==> config.mk <==
export PLATFORM = sky130hd
export DESIGN_NAME = ex_stage
export DESIGN_NICKNAME = d
export VERILOG_FILES = /design/src/rtl/ex_stage.sv
export SDC_FILE = /design/constraint.sdc
export NUM_CORES = 1
export LEC_CHECK = 0
export CAP_MARGIN = 5
export CORE_AREA = 2 2 137 172
export DETAILED_ROUTE_END_ITERATION = 8
export DIE_AREA = 0 0 139 174
export GPL_ROUTABILITY_DRIVEN = 0
export PLACE_DENSITY_LB_ADDON = 0.05
export REMOVE_ABC_BUFFERS = 1
export SYNTH_ARGS = -nofsm -noshare
export SYNTH_HDL_FRONTEND = slang
export SYNTH_SLANG_ARGS = --single-unit
export TNS_END_PERCENT = 10
==> constraint.sdc <==
create_clock -name clk -period 1.2 [get_ports clk]
set_clock_uncertainty 0.2 [all_clocks]
set_input_delay 0.36 -clock clk [delete_from_list [all_inputs] [get_ports clk]]
set_output_delay 0.36 -clock clk [all_outputs]
set_load 0.02 [all_outputs]
==> src/rtl/ex_stage.sv <==
// MIPS execute stage: ALU, branch target and destination select feeding the EX/MEM latch.
// Define EX_MUL_EN to compile in the iterative shift-add multiplier (funct 011000).
module ex_stage (
    input  logic        clk,
    input  logic        rst,
    input  logic [1:0]  id_ex_wb,
    input  logic [2:0]  id_ex_m,
    input  logic [3:0]  id_ex_ex,
    input  logic [31:0] id_ex_npc,
    input  logic [31:0] id_ex_reg1,
    input  logic [31:0] id_ex_reg2,
    input  logic [31:0] id_ex_sign_ext,
    input  logic [4:0]  id_ex_instr20_16,
    input  logic [4:0]  id_ex_instr15_11,
    output logic        ex_busy,
    output logic [1:0]  ex_mem_wb,
    output logic [2:0]  ex_mem_m,
    output logic [31:0] ex_mem_btgt,
    output logic        ex_mem_zero,
    output logic [31:0] ex_mem_alu_result,
    output logic [31:0] ex_mem_rdata2,
    output logic [4:0]  ex_mem_dest
);

    localparam logic [5:0] F_ADD = 6'b100000;
    localparam logic [5:0] F_SUB = 6'b100010;
    localparam logic [5:0] F_AND = 6'b100100;
    localparam logic [5:0] F_OR  = 6'b100101;
    localparam logic [5:0] F_SLT = 6'b101010;

    logic        regdst;
    logic [1:0]  aluop;
    logic        alusrc;
    logic [5:0]  funct;
    logic [31:0] op_b;
    logic [31:0] alu_result;
    logic [31:0] result;
    logic        busy;

    assign regdst = id_ex_ex[3];
    assign aluop  = id_ex_ex[2:1];
    assign alusrc = id_ex_ex[0];
    assign funct  = id_ex_sign_ext[5:0];
    assign op_b   = alusrc ? id_ex_sign_ext : id_ex_reg2;

    // NOTE: every always_comb output gets a default first so no path can infer a latch.
    always_comb begin
        alu_result = '0;
        case (aluop)
            2'b01: alu_result = id_ex_reg1 - op_b;
            2'b10: begin
                case (funct)
                    F_ADD:   alu_result = id_ex_reg1 + op_b;
                    F_SUB:   alu_result = id_ex_reg1 - op_b;
                    F_AND:   alu_result = id_ex_reg1 & op_b;
                    F_OR:    alu_result = id_ex_reg1 | op_b;
                    F_SLT:   alu_result = ($signed(id_ex_reg1) < $signed(op_b)) ? 32'd1 : 32'd0;
                    default: alu_result = '0;
                endcase
            end
            default: alu_result = id_ex_reg1 + op_b;
        endcase
    end

`ifdef EX_MUL_EN
    localparam logic [1:0] ST_IDLE = 2'd0;
    localparam logic [1:0] ST_MUL  = 2'd1;
    localparam logic [1:0] ST_DONE = 2'd2;

    logic [1:0]  state_q,  state_d;
    logic [4:0]  cnt_q,    cnt_d;
    logic [31:0] mcand_q,  mcand_d;
    logic [31:0] mplier_q, mplier_d;
    logic [31:0] acc_q,    acc_d;
    logic        is_mul;

    assign is_mul = (aluop == 2'b10) && (funct == 6'b011000);

    // Only the low 32 product bits are kept, so the accumulator never needs to be wider.
    always_comb begin
        state_d  = state_q;
        cnt_d    = cnt_q;
        mcand_d  = mcand_q;
        mplier_d = mplier_q;
        acc_d    = acc_q;
        case (state_q)
            ST_IDLE: begin
                if (is_mul) begin
                    mcand_d  = id_ex_reg1;
                    mplier_d = op_b;
                    acc_d    = '0;
                    cnt_d    = '0;
                    state_d  = ST_MUL;
                end
            end
            ST_MUL: begin
                if (mplier_q[0]) acc_d = acc_q + mcand_q;
                mcand_d  = mcand_q << 1;
                mplier_d = mplier_q >> 1;
                cnt_d    = cnt_q + 5'd1;
                if (cnt_q == 5'd31) state_d = ST_DONE;
            end
            ST_DONE: state_d = ST_IDLE;
            default: state_d = ST_IDLE;
        endcase
    end

    always_ff @(posedge clk or negedge rst) begin
        if (!rst) begin
            state_q  <= ST_IDLE;
            cnt_q    <= '0;
            mcand_q  <= '0;
            mplier_q <= '0;
            acc_q    <= '0;
        end else begin
            state_q  <= state_d;
            cnt_q    <= cnt_d;
            mcand_q  <= mcand_d;
            mplier_q <= mplier_d;
            acc_q    <= acc_d;
        end
    end

    assign busy   = ((state_q == ST_IDLE) && is_mul) || (state_q == ST_MUL);
    assign result = (state_q == ST_DONE) ? acc_q : alu_result;
`else
    assign busy   = 1'b0;
    assign result = alu_result;
`endif

    assign ex_busy = busy;

    logic [1:0]  wb_q,    wb_d;
    logic [2:0]  m_q,     m_d;
    logic [31:0] btgt_q,  btgt_d;
    logic        zero_q,  zero_d;
    logic [31:0] res_q,   res_d;
    logic [31:0] rdata2_q, rdata2_d;
    logic [4:0]  dest_q,  dest_d;

    // While the multiplier runs the latch takes a bubble so nothing downstream commits.
    always_comb begin
        wb_d     = id_ex_wb;
        m_d      = id_ex_m;
        btgt_d   = id_ex_npc + (id_ex_sign_ext << 2);
        zero_d   = (result == 32'd0);
        res_d    = result;
        rdata2_d = id_ex_reg2;
        dest_d   = regdst ? id_ex_instr15_11 : id_ex_instr20_16;
        if (busy) begin
            wb_d     = '0;
            m_d      = '0;
            btgt_d   = '0;
            zero_d   = 1'b0;
            res_d    = '0;
            rdata2_d = '0;
            dest_d   = '0;
        end
    end

    // NOTE: sequential state uses non-blocking assignments so all flops update together at the edge.
    always_ff @(posedge clk or negedge rst) begin
        if (!rst) begin
            wb_q     <= '0;
            m_q      <= '0;
            btgt_q   <= '0;
            zero_q   <= 1'b0;
            res_q    <= '0;
            rdata2_q <= '0;
            dest_q   <= '0;
        end else begin
            wb_q     <= wb_d;
            m_q      <= m_d;
            btgt_q   <= btgt_d;
            zero_q   <= zero_d;
            res_q    <= res_d;
            rdata2_q <= rdata2_d;
            dest_q   <= dest_d;
        end
    end

    assign ex_mem_wb         = wb_q;
    assign ex_mem_m          = m_q;
    assign ex_mem_btgt       = btgt_q;
    assign ex_mem_zero       = zero_q;
    assign ex_mem_alu_result = res_q;
    assign ex_mem_rdata2     = rdata2_q;
    assign ex_mem_dest       = dest_q;

endmodule

==> out/qor.csv, run 1 <==
metric,value,unit
Slew HR,0.4909,
most frequent cells in the layout,"buf_4, clkdlybuf4s50_1, dfrtp_1",
IO Port Bufs,255,
Post-synth EDFFs,0,
fraction of layout cells with a size suffix above 1,0.4619,
Critical Path Sink Type,register,
CP Buf/Inv Count,6,
grt ovf,0,
critical setup path kind,in -> reg,
clk sinks,107,
max-capacitance violation count,0,
Fmax,249.0,MHz
Synth Area in Simple Gates,0.1556,
leading area contributor after synthesis,dfrtp_1,
Logic pwr share,0.588,
post-route ant nets,0,
root buffer cell,clkbuf_16,
switch share,0.3986,
Die X,139,um
Worst path max stage delay,600,ps
"most common cell after layout, fill and taps aside",buf_4,
worst path cell trace,buf_12 -> buf_12 -> mux2i_4 -> inv_2 -> ha_4 -> inv_2 -> fa_2 -> nand2b_4 -> buf_4 -> buf_4 -> nand3_1 -> o221ai_1 -> or4_1 -> nor4_2 -> nor4bb_4 -> o311ai_2 -> nor4_4 -> nand4_1 -> nor4_2,
adder-cell share of the synthesized area,0.1856,
internal power,10.78,mW
Slew Limit Fails,0,
GRT Resource Usage Total,0.3378,
Hold Path Class,in -> reg,
status,finished with violations,
total CTS buffers,9,
largest net degree at the start of global routing,50,
dpl hpwl,31560,um
worst setup path end,ex_mem_zero,
core area,22650,um^2
distinct cell type count after synthesis,75,
required time worst endpoint,1280,ps
clock slew at reported path FFs,80,ps
initial core utilization,0.4428,
main combinational cell family by area after synthesis,compound AO/OA/AOI/OAI gates,
placed cell count,2131,
Area Growth Syn to Fin,82.10,%
mux cell area share after synthesis,0.05277,
design area,18260,um^2
fin nets,2196,
first-pass GRT wire length,64820,um
Psw,7.145,mW
Setup TNS,-122040,ps
WHS,-0.4459,ps
async set-or-reset flop fraction in the synthesized netlist,1.000,
die area,24190,um^2
post-synthesis sequential area ratio,0.2670,
Compound-Gate Fraction of Synth Area,0.2319,
Leak,8.845,nW
"Top FF cell, synth",dfrtp_1,
DR iter-0 viols,891,
synthesized flop and latch total,107,
Ys Warns,0,
Vias/cell,5.659,
final setup margin,-2816,ps
Synth Area per Inst,8.602,um^2
Pre-Repair DR Iteration Count,6,
Chip Height,174,um
worst vdd rail ir drop,0.8353,mV
power share of the clock group,0.174,
Worst Path Arrival,4100,ps
Placed Area,16300,um^2
Tmin final,4016,ps
Final Power,17.93,mW
critical path startpoint,id_ex_ex[0],
CTS tree,built,
number of global-route vias before repair,12677,
family with the most delay on the worst path,simple AND/OR/NAND/NOR gates,
setup violators final,169,
main area contributors after synthesis,"dfrtp_1, ha_1, a21oi_1",
Post-route DRC,0,
final std cells w/o fill,2194,
Post-Synth XOR/XNOR Area,0.05065,
via count,12415,
Setup WS pre-CTS,-3608,ps
initial antenna violation count,1,
FP Rows,62,
Seq pwr share,0.238,
violations in the final reports,"negative hold slack, negative setup slack",
slowest CP cell,or4_1,
top-area cell type share of the netlist area,0.2670,
Top Ports,257,
Netlist Area Pre-Place,10030,um^2
Final Cycle Share,3.347,
Slew @ Worst Pin,756.7,ps
Crit path depth,19,
PwrDens,981.5,nW/um^2
Max H-tree Level,3,
Mapped Cells,1166,
CP max FO,5,
Fin. Hold Viols,1,
CP startpoint kind,input port,
final core utilization,0.8063,
RSZ-0062 raised after global routing,yes,
final WL,44070,um
WL/cell,20.09,um
Max Root-Sink Buffers,2,
## power by group through the flow
stage	logic, mW	registers, mW	clock network (mW)
floorplan	3.30	5.05	0
global placement	8.97	4.34	0
detailed placement	9.09	4.34	0
CTS	9.92	4.27	3.18
global route	11.1	4.33	3.31
finish	10.5	4.28	3.12
## synth_stat cells (16+ instances only)
cell type / count
ha_1: 144
o21bai_1: 17
xnor2_1: 42
nand3_1: 16
o211ai_1: 22
xor2_1: 16
inv_1: 113
clkbuf_1: 20
dfrtp_1: 107
nor2_1: 85
a21o_1: 21
mux2i_1: 45
a211oi_1: 23
nor2b_1: 19
nand2b_1: 18
nand2_1: 76
nor3_1: 20
o21ai_0: 46
a21oi_1: 93
## layer usage
metal  track usage  vias up  routed length, um
li1              -     5682                  -
met1        0.3501     5865              15260
met2        0.6182      637              22320
met3       0.05289      231               2734
met4        0.2386        0               3748
met5             0        -                  0
## flip-flops by register name, indices dropped and copies added (netlist names)
signal and count:
ex_mem_rdata2 32, ex_mem_zero 1, ex_mem_btgt 32, ex_mem_m 3, ex_mem_dest 5, ex_mem_alu_result 32
ex_mem_wb 2
## final cells by class
cell class | count | area [um^2]
sequential | 107 | 2678
fill | 1485 | 4388
multi-input combinational | 911 | 8389
inverter | 113 | 424.2
clock buffer | 10 | 229.0
antenna | 1 | 2.502
timing repair buffer | 758 | 6116
tap | 288 | 360.3
clock inverter | 6 | 65.06
## cells by family after synthesis
logic type,count (synthesis)
buffers and inverters,148
muxes,52
AOI/OAI and AO/OA,343
other,1
and+or+nand+nor,310
DFF,107
xor gates and xnor gates,58
adders and majority gates,147
## worst min-delay path by stage
stage | endpoint | slack [ps] | from | depth (start not counted)
floorplan | ex_mem_alu_result[0] | -140 | rst | 0
global placement | ex_mem_dest[3] | 180 | rst | 2
CTS | ex_mem_rdata2[12] | 30 | id_ex_reg2[12] | 1
global route | ex_mem_rdata2[19] | 2 | id_ex_reg2[19] | 1
detailed placement | ex_mem_dest[0] | 170 | rst | 2
finish | ex_mem_rdata2[19] | -0.4 | id_ex_reg2[19] | 1
## timing repair
item,in CTS,in global routing
setup endpoints to repair,174,174
endpoints found under the hold margin,107,2
hold buffers,1,2
gates resized for setup,430,321
pin swaps,101,74
cloned,1,0
setup buffers,34,16
Power figures use the tool's default switching activity.
==> run 2, diff against run 1 <==
--- a/config.mk
+++ b/config.mk
@@ -11,7 +11,6 @@
 export DIE_AREA = 0 0 139 174
 export GPL_ROUTABILITY_DRIVEN = 0
 export PLACE_DENSITY_LB_ADDON = 0.05
-export REMOVE_ABC_BUFFERS = 1
 export SYNTH_ARGS = -nofsm -noshare
 export SYNTH_HDL_FRONTEND = slang
 export SYNTH_SLANG_ARGS = --single-unit
==> run 2 against run 1 <==
Compared with the run above:
- the flow finishes with violations (negative setup slack)
- combinational power up 10%
- cell count up 0.50%
- setup slack worse by 330 ps
- sequential power about the same
- fmax down 7.6%
- via count up 6.5%
- hold slack better by 6.7 ps
==> out/qor.csv, run 2 (synthesized netlist as in run 1, its figures left out) <==
metric,value,unit,change
via count,13220,,was 12415
PwrDens,1003,nW/um^2,was 981.5 nW/um^2
"Net Count, Synth",1462,,
grt ovf,0,,unchanged
FP Rows,62,,unchanged
Worst path max stage delay,600,ps,about the same
setup violators final,169,,unchanged
root buffer cell,clkbuf_16,,unchanged
Pre-Repair DR Iteration Count,6,,unchanged
slowest CP cell,or4_4,,was or4_1
worst path cell trace,buf_12 -> buf_6 -> buf_8 -> mux2i_4 -> buf_6 -> ha_1 -> buf_4 -> inv_1 -> a21oi_1 -> nor3_1 -> nor3_1 -> o31ai_1 -> xnor2_1 -> o221ai_2 -> or4_4 -> nor4_4 -> nand4_1 -> nor4_2,,was buf_12 -> buf_12 -> mux2i_4 -> inv_2 -> ha_4 -> inv_2 -> fa_2 -> nand2b_4 -> buf_4 -> buf_4 -> nand3_1 -> o221ai_1 -> or4_1 -> nor4_2 -> nor4bb_4 -> o311ai_2 -> nor4_4 -> nand4_1 -> nor4_2
dpl hpwl,31910,um,was 31560 um
WL/cell,23.76,um,was 20.09 um
final setup margin,-3148,ps,was -2816 ps
WHS,6.269,ps,was -0.4459 ps
Die X,139,um,unchanged
CTS tree,built,,unchanged
Fin. Hold Viols,0,,was 1
violations in the final reports,negative setup slack,,"was negative hold slack, negative setup slack"
Slew @ Worst Pin,990.1,ps,was 756.7 ps
Slew HR,0.3370,,was 0.4909
worst vdd rail ir drop,0.8811,mV,was 0.8353 mV
fraction of layout cells with a size suffix above 1,0.5076,,was 0.4619
post-route ant nets,0,,unchanged
Hold Path Class,in -> reg,,unchanged
"most common cell after layout, fill and taps aside",buf_4,,unchanged
Worst Path Arrival,4430,ps,was 4100 ps
largest net degree at the start of global routing,61,,was 50
most frequent cells in the layout,"buf_4, dfrtp_1, inv_1",,"was buf_4, clkdlybuf4s50_1, dfrtp_1"
Max H-tree Level,3,,unchanged
required time worst endpoint,1280,ps,about the same
Top Ports,257,,unchanged
max-capacitance violation count,0,,unchanged
clk sinks,107,,unchanged
critical setup path kind,in -> reg,,unchanged
Post-route DRC,0,,unchanged
CP Buf/Inv Count,6,,unchanged
Chip Height,174,um,unchanged
Tmin final,4348,ps,was 4016 ps
Setup WS pre-CTS,-3323,ps,was -3608 ps
total CTS buffers,9,,unchanged
die area,24190,um^2,unchanged
Slew Limit Fails,0,,unchanged
Vias/cell,5.995,,was 5.659
CP max FO,4,,was 5
Final Cycle Share,3.624,,was 3.347
final core utilization,0.8414,,was 0.8063
status,finished with violations,,unchanged
GRT Resource Usage Total,0.3755,,was 0.3378
Fill cells,1246,,was 1485
Fmax,230.0,MHz,was 249.0 MHz
family with the most delay on the worst path,simple AND/OR/NAND/NOR gates,,unchanged
Area Growth Syn to Fin,90.03,%,was 82.10%
clock slew at reported path FFs,100,ps,was 80 ps
final WL,52390,um,was 44070 um
CP startpoint kind,input port,,unchanged
Critical Path Sink Type,register,,unchanged
IO Port Bufs,255,,unchanged
Leak,8.903,nW,was 8.845 nW
RSZ-0062 raised after global routing,yes,,unchanged
number of global-route vias before repair,13527,,was 12677
DR iter-0 viols,1173,,was 891
fin nets,2202,,was 2196
initial core utilization,0.4428,,unchanged
first-pass GRT wire length,71210,um,was 64820 um
Max Root-Sink Buffers,2,,unchanged
initial antenna violation count,8,,was 1
core area,22650,um^2,unchanged
-- run 2: cell types whose count changed in the layout (fill, tap and decap cells not counted), moves of 14 or more --
cell / previous run / this run
ha_1: 98 / 76
buf_4: 474 / 448
dlygate4sd2_1: 16 / 52
clkdlybuf4s50_1: 109 / 80
buf_6: 35 / 76
ha_4: 36 / 50
-- run 2: power breakdown --
part	internal [mW]	switching (mW)	leakage [nW]
Sequential	4.13	0.183	1.27
Combinational	5.55	6.03	7.49
Clock	1.47	1.75	0.142
Total	11.2	7.96	8.90
-- run 2: area by class of cell --
class	count	area, um^2	area share
inverters	113	434.2	0.02278
well taps	288	360.3	0.01891
flip-flops and latches	107	2678	0.1405
repair buffers	764	6231	0.3269
diodes	6	15.01	0.0007878
clock inverters	7	71.32	0.003742
clock buffers	9	225.2	0.01182
multi-input cells	911	9045	0.4746
-- run 2: what timing repair did --
| action | in CTS | in global routing |
|---|---|---|
| setup endpoints to repair | 174 | 174 |
| resized for setup | 496 | 403 |
| hold buffers | 1 | 1 |
| endpoints found under the hold margin | 107 | 1 |
| setup buffers | 51 | 20 |
| gates cloned | 1 | 0 |
| pin swaps | 123 | 80 |
-- run 2: path summary, 6_finish.rpt --
path	start	end	slack [ps]	cells past startpoint
worst max-delay path	id_ex_ex[0]	ex_mem_zero	-3150	18
worst min-delay path	id_ex_reg2[12]	ex_mem_rdata2[12]	6	1
max in group asynchronous	rst	ex_mem_alu_result[23]	90	3
min in group asynchronous	rst	ex_mem_dest[4]	200	2
-- run 2: routing by layer --
layer	track usage	vias to the layer above	share of wire
met4	0.2887	2	0.095
met2	0.6720	921	0.49
li1	-	5684	-
met1	0.3775	6252	0.32
met3	0.08237	361	0.091
met5	0	-	0.00029
-- run 2: through the flow --
step           area (um^2)  std cells  setup TNS (ps)  total power [mW]
2_1_floorplan        10180       1166          -97250             8.515
3_3_place_gp         16270       2118         -163720             13.32
3_5_place_dp         16270       2118         -167330             13.42
4_1_cts              18720       2181         -150340             18.06
5_1_grt              19060       2204         -133570             19.79
6_report             19060       2205         -127230             19.11
==> run 3, diff against run 2 <==
--- a/config.mk
+++ b/config.mk
@@ -6,9 +6,9 @@
 export NUM_CORES = 1
 export LEC_CHECK = 0
 export CAP_MARGIN = 5
-export CORE_AREA = 2 2 137 172
+export CORE_AREA = 2 2 153 155
 export DETAILED_ROUTE_END_ITERATION = 8
-export DIE_AREA = 0 0 139 174
+export DIE_AREA = 0 0 155 157
 export GPL_ROUTABILITY_DRIVEN = 0
 export PLACE_DENSITY_LB_ADDON = 0.05
 export SYNTH_ARGS = -nofsm -noshare
==> run 3 against run 2 <==
Compared with the run above:
- the flow still finishes with violations (negative setup slack)
- non-clock buffer count down 15
- via count down 3.6%
- fmax grew 12%
- critical path depth did not move
- hold slack better by 14 ps
- clock power about the same
- sequential share of layout area is 0.14 points higher
- cell count is 1.0% lower
- design area shrank 1.0%
- critical path type unchanged
- largest power group unchanged
==> out/qor.csv, run 3 (synthesized netlist as in run 1, its figures left out) <==
metric,value,unit,change
Critical Path Sink Type,register,,unchanged
largest net degree at the start of global routing,61,,unchanged
Vias/cell,5.836,,was 5.995
"Net Count, Synth",1462,,unchanged
Chip Height,157,um,was 174 um
Final Cycle Share,3.226,,was 3.624
clock slew at reported path FFs,80,ps,was 100 ps
worst vdd rail ir drop,0.6732,mV,was 0.8811 mV
most frequent cells in the layout,"buf_4, dfrtp_1, inv_1",,unchanged
DR iter-0 viols,1064,,was 1173
Final Power,18.79,mW,was 19.11 mW
IO Port Bufs,255,,unchanged
initial core utilization,0.4457,,was 0.4428
Leak,8.897,nW,was 8.903 nW
grt ovf,0,,unchanged
violations in the final reports,negative setup slack,,unchanged
required time worst endpoint,1270,ps,was 1280 ps
initial antenna violation count,2,,was 8
root buffer cell,clkbuf_16,,unchanged
first-pass GRT wire length,65470,um,was 71210 um
Slew Limit Fails,0,,unchanged
PwrDens,995.7,nW/um^2,was 1003 nW/um^2
fin nets,2187,,was 2202
Pre-Repair DR Iteration Count,5,,was 6
clk sinks,107,,unchanged
post-route ant nets,0,,unchanged
core area,22500,um^2,was 22650 um^2
Tmin final,3871,ps,was 4348 ps
Hold Path Class,in -> reg,,unchanged
number of global-route vias before repair,12073,,was 13527
Worst Path Arrival,3940,ps,was 4430 ps
design area,18870,um^2,was 19060 um^2
CP max FO,6,,was 4
status,finished with violations,,unchanged
final WL,47150,um,was 52390 um
Area Growth Syn to Fin,88.11,%,was 90.03%
total CTS buffers,9,,unchanged
Slew HR,0.4873,,was 0.3370
critical setup path kind,in -> reg,,unchanged
die area,24340,um^2,was 24190 um^2
"most common cell after layout, fill and taps aside",buf_4,,unchanged
Fmax,258.3,MHz,was 230.0 MHz
RSZ-0062 raised after global routing,yes,,unchanged
max-capacitance violation count,0,,unchanged
FP Rows,55,,was 62
via count,12739,,was 13220
Max Root-Sink Buffers,2,,unchanged
Top Ports,257,,unchanged
Hold Path Depth,1,,unchanged
Die X,155,um,was 139 um
CP startpoint kind,input port,,unchanged
Max H-tree Level,3,,unchanged
Fin. Hold Viols,0,,unchanged
dpl hpwl,32510,um,was 31910 um
final setup margin,-2671,ps,was -3148 ps
CTS tree,built,,unchanged
WL/cell,21.60,um,was 23.76 um
hold worst-path end,ex_mem_rdata2[7],,was ex_mem_rdata2[12]
GRT Resource Usage Total,0.3442,,was 0.3755
Slew @ Worst Pin,769.0,ps,was 990.1 ps
Post-route DRC,0,,unchanged
fraction of layout cells with a size suffix above 1,0.4863,,was 0.5076
Placed Area,16330,um^2,was 16270 um^2
min-delay src,id_ex_reg2[7],,was id_ex_reg2[12]
setup violators final,169,,unchanged
run 3: worst max-delay path, stage by stage:
cell      delay, ps
buf_12          110
buf_12          140
buf_12          130
mux2i_4         190
buf_6           150
ha_4            290
inv_2            70
a211oi_4        240
buf_4           160
a211oi_4         50
buf_4           150
o41ai_4         320
xnor2_1         130
a221o_1         350
or4_4           440
nor4_4          350
nand4_1         150
nor4_2          140
run 3: metrics by stage:
step / worst slack, ps / utilization / std cells / hold slack (ps) / setup TNS, ps
floorplan: -2920 / - / 1166 / -135.6 / -97250
global placement: -3538 / 0.7259 / 2118 / 31.25 / -163650
detailed placement: -3592 / 0.7259 / 2118 / 35.50 / -166480
CTS: -2625 / 0.7991 / 2160 / 73.94 / -141190
global route: -2810 / 0.8383 / 2182 / 19.91 / -126180
finish: -2671 / 0.8384 / 2183 / 20.42 / -120310
run 3: what timing repair did:
| item | in CTS | in global routing |
|---|---|---|
| hold endpoints to repair | 107 | 2 |
| resized for setup | 456 | 404 |
| pin swaps | 69 | 85 |
| buffers inserted | 28 | 33 |
| gates cloned | 1 | 0 |
| setup endpoints to repair | 174 | 194 |
| hold buffers | 1 | 2 |
run 3: worst max-delay path by stage:
stage / startpoint / end
5_1_grt: id_ex_ex[0] / ex_mem_zero
3_3_place_gp: id_ex_sign_ext[1] / ex_mem_zero
3_5_place_dp: id_ex_sign_ext[1] / ex_mem_zero
4_1_cts: id_ex_ex[0] / ex_mem_zero
2_1_floorplan: id_ex_sign_ext[0] / ex_mem_zero
6_report: id_ex_ex[0] / ex_mem_zero
run 3: final cells by class:
| type | instances | area, um^2 |
|---|---|---|
| clock inverters | 7 | 92.59 |
| well taps | 285 | 356.6 |
| inverters | 113 | 424.2 |
| repair buffers | 749 | 6220 |
| multi-input cells | 911 | 8866 |
| flip-flops and latches | 107 | 2678 |
| diodes | 2 | 5.005 |
| clock buffers | 9 | 225.2 |
| fillers | 1254 | 3636 |
run 3: metal layers:
layer / vias to the layer above / share of wire / global-route usage
li1: 5661 / - / -
met1: 6133 / 0.39 / 0.4473
met2: 760 / 0.48 / 0.5810
met3: 183 / 0.085 / 0.04763
met4: 2 / 0.048 / 0.1358
met5: - / 0.00034 / 0
run 3: power breakdown:
group          internal, mW  total (mW)  switching (mW)
clock                  1.69        3.22            1.54
sequential             4.13        4.35           0.225
combinational          5.51        11.2            5.70
total                  11.3        18.8            7.46
